==> src/rtl/instr_fetch_pkg.sv <==
// Shared definitions for the instruction fetch stage: FSM state encoding,
// datapath widths and PC arithmetic helpers.
package instr_fetch_pkg;

    localparam int          INSTR_W       = 32;
    localparam logic [31:0] PC_INC        = 32'd4;
    localparam logic [31:0] PC_ALIGN_MASK = 32'hFFFF_FFFC;

    // One-hot encoding keeps the state decode to a single bit per state.
    typedef enum logic [2:0] {
        IF_BOOT = 3'b001,
        IF_REQ  = 3'b010,
        IF_HOLD = 3'b100
    } if_state_e;

    function automatic logic [INSTR_W-1:0] align_pc(input logic [INSTR_W-1:0] addr);
        return addr & PC_ALIGN_MASK;
    endfunction

endpackage

==> src/rtl/instr_fetch_if.sv <==
// Instruction memory request/response bus between the fetch stage (master)
// and instruction memory (slave).
interface instr_fetch_if;
    import instr_fetch_pkg::*;

    logic               imem_req;
    logic [INSTR_W-1:0] imem_addr;
    logic               imem_ack;
    logic [INSTR_W-1:0] imem_rdata;

    modport master (output imem_req, output imem_addr, input imem_ack, input imem_rdata);
    modport slave  (input imem_req, input imem_addr, output imem_ack, output imem_rdata);

endinterface

==> src/rtl/instr_fetch_timeout_cnt.sv <==
// Fetch timeout watchdog: counts consecutive un-acknowledged request cycles and
// pulses o_fetch_err for one cycle when TIMEOUT_CYCLES is reached, then restarts.
module instr_fetch_timeout_cnt #(
    parameter int TIMEOUT_CYCLES = 16
) (
    input  logic i_clk,
    input  logic i_res_n,
    input  logic i_waiting,
    output logic o_fetch_err
);

    localparam int CNT_W = $clog2(TIMEOUT_CYCLES + 1);

    logic [CNT_W-1:0] r_cnt;
    logic             r_err;

    always_ff @(posedge i_clk or negedge i_res_n) begin
        if (!i_res_n) begin
            r_cnt <= '0;
            r_err <= 1'b0;
        end else begin
            r_err <= 1'b0;
            if (!i_waiting) begin
                r_cnt <= '0;
            end else if (r_cnt == CNT_W'(TIMEOUT_CYCLES - 1)) begin
                r_cnt <= '0;
                r_err <= 1'b1;
            end else begin
                r_cnt <= r_cnt + 1'b1;
            end
        end
    end

    assign o_fetch_err = r_err;

endmodule

==> src/rtl/instr_fetch.sv <==
// Instruction fetch stage: owns the PC, fetches from instruction memory and holds
// the word for the control FSM. Define IF_TIMEOUT_EN to add the fetch timeout/retry.
module instr_fetch
    import instr_fetch_pkg::*;
#(
    parameter logic [INSTR_W-1:0] RESET_PC = 32'h0000_0000
`ifdef IF_TIMEOUT_EN
    , parameter int TIMEOUT_CYCLES = 16
`endif
) (
    input  logic               i_clk,
    input  logic               i_res_n,
    input  logic               i_instr_req,
    input  logic               i_branch,
    input  logic [INSTR_W-1:0] i_branch_target,
    instr_fetch_if.master      imem,
    output logic [INSTR_W-1:0] o_instr,
    output logic               o_instr_valid,
    output logic [INSTR_W-1:0] o_pc
`ifdef IF_TIMEOUT_EN
    , output logic             o_fetch_err
`endif
);

    if_state_e          r_state, w_state_next;
    logic [INSTR_W-1:0] r_pc, w_pc_next;
    logic [INSTR_W-1:0] r_instr, w_instr_next;
    logic               r_instr_valid, w_instr_valid_next;

    // NOTE: state registers use non-blocking assignments so every flop samples
    // pre-edge values regardless of statement order.
    always_ff @(posedge i_clk or negedge i_res_n) begin
        if (!i_res_n) begin
            r_state       <= IF_BOOT;
            r_pc          <= RESET_PC;
            r_instr       <= '0;
            r_instr_valid <= 1'b0;
        end else begin
            r_state       <= w_state_next;
            r_pc          <= w_pc_next;
            r_instr       <= w_instr_next;
            r_instr_valid <= w_instr_valid_next;
        end
    end

    always_comb begin
        // NOTE: every output gets a hold default first so no path infers a latch.
        w_state_next       = r_state;
        w_pc_next          = r_pc;
        w_instr_next       = r_instr;
        w_instr_valid_next = r_instr_valid;
        case (r_state)
            IF_BOOT: w_state_next = IF_REQ;
            IF_REQ: begin
                if (imem.imem_ack) begin
                    w_instr_next       = imem.imem_rdata;
                    w_instr_valid_next = 1'b1;
                    w_state_next       = IF_HOLD;
                end
            end
            IF_HOLD: begin
                if (i_instr_req) begin
                    w_instr_valid_next = 1'b0;
                    w_pc_next          = i_branch ? align_pc(i_branch_target) : r_pc + PC_INC;
                    w_state_next       = IF_REQ;
                end
            end
            default: w_state_next = IF_BOOT;
        endcase
    end

    assign imem.imem_req  = (r_state == IF_REQ);
    assign imem.imem_addr = r_pc;
    assign o_instr        = r_instr;
    assign o_instr_valid  = r_instr_valid;
    assign o_pc           = r_pc;

`ifdef IF_TIMEOUT_EN
    logic w_waiting;
    assign w_waiting = imem.imem_req && !imem.imem_ack;

    instr_fetch_timeout_cnt #(
        .TIMEOUT_CYCLES (TIMEOUT_CYCLES)
    ) u_timeout_cnt (
        .i_clk       (i_clk),
        .i_res_n     (i_res_n),
        .i_waiting   (w_waiting),
        .o_fetch_err (o_fetch_err)
    );
`endif

endmodule

==> src/flat_wrapper.sv <==
// flat-port wrapper written by rule: the top's interface ports become plain ports
module instr_fetch_flat import instr_fetch_pkg::*;
#(
    parameter logic [INSTR_W-1:0] RESET_PC = 32'h0000_0000

)
  (i_clk, i_res_n, i_instr_req, i_branch, i_branch_target, o_instr, o_instr_valid, o_pc, imem_imem_req, imem_imem_addr, imem_imem_ack, imem_imem_rdata);
  instr_fetch_if imem_i ();
  input  logic i_clk;
  input  logic i_res_n;
  input  logic i_instr_req;
  input  logic i_branch;
  input  logic [INSTR_W-1:0] i_branch_target;
  output logic [INSTR_W-1:0] o_instr;
  output logic o_instr_valid;
  output logic [INSTR_W-1:0] o_pc;
  output wire logic [$bits(imem_i.imem_req)-1:0] imem_imem_req;
  output wire logic [$bits(imem_i.imem_addr)-1:0] imem_imem_addr;
  input wire logic [$bits(imem_i.imem_ack)-1:0] imem_imem_ack;
  input wire logic [$bits(imem_i.imem_rdata)-1:0] imem_imem_rdata;
  assign imem_imem_req = imem_i.imem_req;
  assign imem_imem_addr = imem_i.imem_addr;
  assign imem_i.imem_ack = imem_imem_ack;
  assign imem_i.imem_rdata = imem_imem_rdata;
  instr_fetch #(.RESET_PC(RESET_PC)) u_core (.i_clk(i_clk), .i_res_n(i_res_n), .i_instr_req(i_instr_req), .i_branch(i_branch), .i_branch_target(i_branch_target), .imem(imem_i), .o_instr(o_instr), .o_instr_valid(o_instr_valid), .o_pc(o_pc));
endmodule
==> config.mk <==
export PLATFORM = sky130hd
export DESIGN_NAME = instr_fetch_flat
export DESIGN_NICKNAME = d
export VERILOG_FILES = /design/src/rtl/instr_fetch_pkg.sv /design/src/rtl/instr_fetch_if.sv /design/src/rtl/instr_fetch_timeout_cnt.sv /design/src/rtl/instr_fetch.sv /design/src/flat_wrapper.sv
export SDC_FILE = /design/constraint.sdc
export NUM_CORES = 1
export LEC_CHECK = 0
export ABC_AREA = 1
export CORE_ASPECT_RATIO = 1.75
export CORE_UTILIZATION = 47
export DETAILED_ROUTE_END_ITERATION = 12
export GPL_ROUTABILITY_DRIVEN = 0
export PLACE_DENSITY = 0.95
export SETUP_SLACK_MARGIN = 0.4
export SYNTH_ARGS = -nofsm -noshare
export SYNTH_HDL_FRONTEND = slang
export SYNTH_SLANG_ARGS = --single-unit
==> constraint.sdc <==
create_clock -name i_clk -period 2.5 [get_ports i_clk]
set_input_delay 0.25 -clock i_clk [delete_from_list [all_inputs] [get_ports i_clk]]
set_output_delay 0.25 -clock i_clk [all_outputs]
set_load 0.05 [all_outputs]
==> impl_metrics.ini <==
[die]
start_util_pct = 48.3
pin_count = 167
die_h_um = 124
rows = 44
die_x_um = 71.6
core_um2 = 8260
dieArea_um2 = 8870

[clocking]
cts_tree = done
clk_pin_slew_worst_paths_ns = 0.06
cts_buffer_depth = 2
clk_latency_ns = 0.34
clock_tree.root_cell = clkbuf_16
cts_buffers = 9
hold_buffers = 0
cts_max_level = 3
clock-sinks = 66

[power_and_ir_drop]
leakage_nw = 2.58
power_density_nw_per_um2 = 1560
irDropWorstVdd_v = 0.00108

[place]
placedCellCount = 714
port_buffers = 160
dp_hpwl_um = 8370

[synth]
synthMostInstantiatedCell = nand2_1
async_flop_share_pct = 100
synth_top_area_share_pct = 40.8
netlist_instances = 502
synthTopCellsByArea = dfrtp_1, nand2_1, mux2_4
synth_top_family_by_area = simple AND/OR/NAND/NOR gates
ys_top_cells_by_count = nand2_1, nor2_1, dfrtp_1
synth_simple_gate_area_share_pct = 27.6
ys_seq_area_share_pct = 41.5
synth-edff-count = 0
synthXorXnorAreaFrac_pct = 0
synth_compound_area_share_pct = 6.41
synth_fa_ha_area_share_pct = 0.314
synth_area_per_cell_um2 = 7.94
netlist_area_um2 = 3990
synth_cell_types = 29
synth_top_cell_by_area = dfrtp_1
yosys_most_used_dff = dfrtp_1
synth-seq-cells = 66
yosysWarnings = 0
synthMuxAreaShare_pct = 11.7

[grt]
grt_max_degree = 39
antenna_found_initial = 0
grt_pass1_vias = 3980
grt_pass1_wl_um = 18500
overflow = 0
grtUsageTotal_pct = 27.6

[worst_setup_path]
crit_type = register to output pin
crit_family = buffers and inverters
critPathLaunchType = register
crit_buf_inv = 1
critical_path_required_ns = 2.25
cp_max_fo = 6
critPathMaxStageDelay_ns = 0.87
critPathCaptureType = output pin
arrival_ns = 1.71
crit_chain = clkdlybuf4s50_1
critPathSlowestCell = clkdlybuf4s50_1

[detailed_routing]
dr.pass1.iters = 8
wirelength_um = 11700
ant_nets = 0
drc = 0
drt_iter0_drc = 333
post_drt_wl_per_cell_um = 16.0
vias = 3906
viasPerCell = 5.35

[layout]
fill_cells = 591
fin_cells = 730
multi_input_area_um2 = 1850
ff_latch_area_um2 = 1650
drive_gt1_share_pct = 10.3
area_growth_pct = 43.7
antenna_cells = 0
final_net_count = 703

[timing]
slew_viol_final = 0
rsz0062_at_grt = false
finalSetupTns_ns = 0
max_freq_mhz = 509
period_share_pct = 78.5
hold_viol_final = 8
setup_violations = 0
whs_ns = -0.00655
slew_headroom_pct = 47.1
period_needed_ns = 1.96
tightest_slew_ns = 0.793
finalClockSkew_ns = 0.00969

[status]
status = complete, but fails checks
violations = hold timing

[min_path]
min_path_type = input pin to asynchronous set/reset pin

[flow_run]
cap_violations = 0
[placed cells by master (no fill, tap or decap)]
cell type and instances:
and2_1 1, o21ai_0 24, clkinv_2 2, nor2_4 2, nand2_4 1, o22ai_1 6
o21a_1 1, nor3_4 1, dfrtp_1 65, nor2_2 6, clkinv_1 1, nor2_1 74
dlygate4sd2_1 1, bufinv_16 2, clkbuf_16 9, clkdlybuf4s50_1 158, o21bai_1 2, clkbuf_1 2
nand3_1 37, buf_2 1, dfstp_2 1, clkinv_4 1, inv_1 39, buf_4 7
nor3_1 3, mux2_2 4, a21oi_1 12, nand2_1 139, nand2_2 1, a22oi_1 1
o31ai_1 1, conb_1 4, mux2_4 28, ha_1 1
[layer usage]
layer | vias to the layer above | part of all wire (%) | track usage [%]
li1 | 1814 | - | -
met1 | 1815 | 34 | 27.9
met2 | 234 | 55 | 51.6
met3 | 43 | 7.0 | 5.83
met4 | 0 | 3.9 | 15.1
met5 | - | 0 | 0
[timing repair]
item                                    4_1_cts  5_1_grt
endpoints found under the setup margin        1        0
gates resized for setup                       1        0
setup buffers                                 0        0
[state kept, by name (all words and copies together), names as in the netlist]
name	cells
u_core.imem.imem_addr	30
u_core.o_instr_valid	1
u_core.o_instr	32
u_core.r_state	3
[worst paths after layout]
| path | endpoint | slack (ns) | startpoint | depth (start not counted) |
|---|---|---|---|---|
| setup / recovery | imem_imem_addr[3] | 0.54 | u_core.imem.imem_addr[3] | 1 |
| hold / removal | u_core.o_instr[18] | -0.007 | i_res_n | 1 |
| setup reg to reg | u_core.imem.imem_addr[22] | 0.59 | u_core.imem.imem_addr[3] | 10 |
| hold reg to reg | u_core.o_instr_valid | 0.51 | u_core.o_instr_valid | 2 |
| max in group asynchronous | u_core.imem.imem_addr[18] | 1.77 | i_res_n | 2 |
| min in group i_clk | u_core.o_instr_valid | 0.51 | u_core.o_instr_valid | 2 |
[layout make-up]
type	count	share of cell area, %
timing repair buffer	167	28.8
clock inverter	5	1.38
sequential	66	28.9
inverter	40	2.62
clock buffer	11	4.06
multi-input combinational	349	32.3
tap	92	2.01
[kinds of logic (layout without fill, tap and decap cells)]
logic type	after synthesis	count (layout)
buffers and inverters	90	223
and+or+nand+nor	265	265
DFF	66	66
AOI/OAI and AO/OA	47	47
other	1	4
muxes	32	32
adders and majority gates	1	1
[power by group]
part / total (W) / leakage (nW) / internal [W] / switching, W
registers: 0.00219 / 0.799 / 0.00158 / 0.000605
logic: 0.00538 / 1.63 / 0.00187 / 0.00351
clock network: 0.00134 / 0.153 / 0.000871 / 0.000466
total: 0.00891 / 2.58 / 0.00433 / 0.00458
[through the flow]
stage	setup slack, ns	area, um^2	utilization [%]	power, W
floorplan	0.653	4000	-	0.00596
global placement	0.630	5420	65.6	0.00739
CTS	0.521	5730	69.3	0.00893
detailed placement	0.494	5420	65.6	0.00752
global route	0.467	5730	69.3	0.00925
finish	0.537	5730	69.3	0.00891
Note: power is estimated with default switching activity, not from simulation.
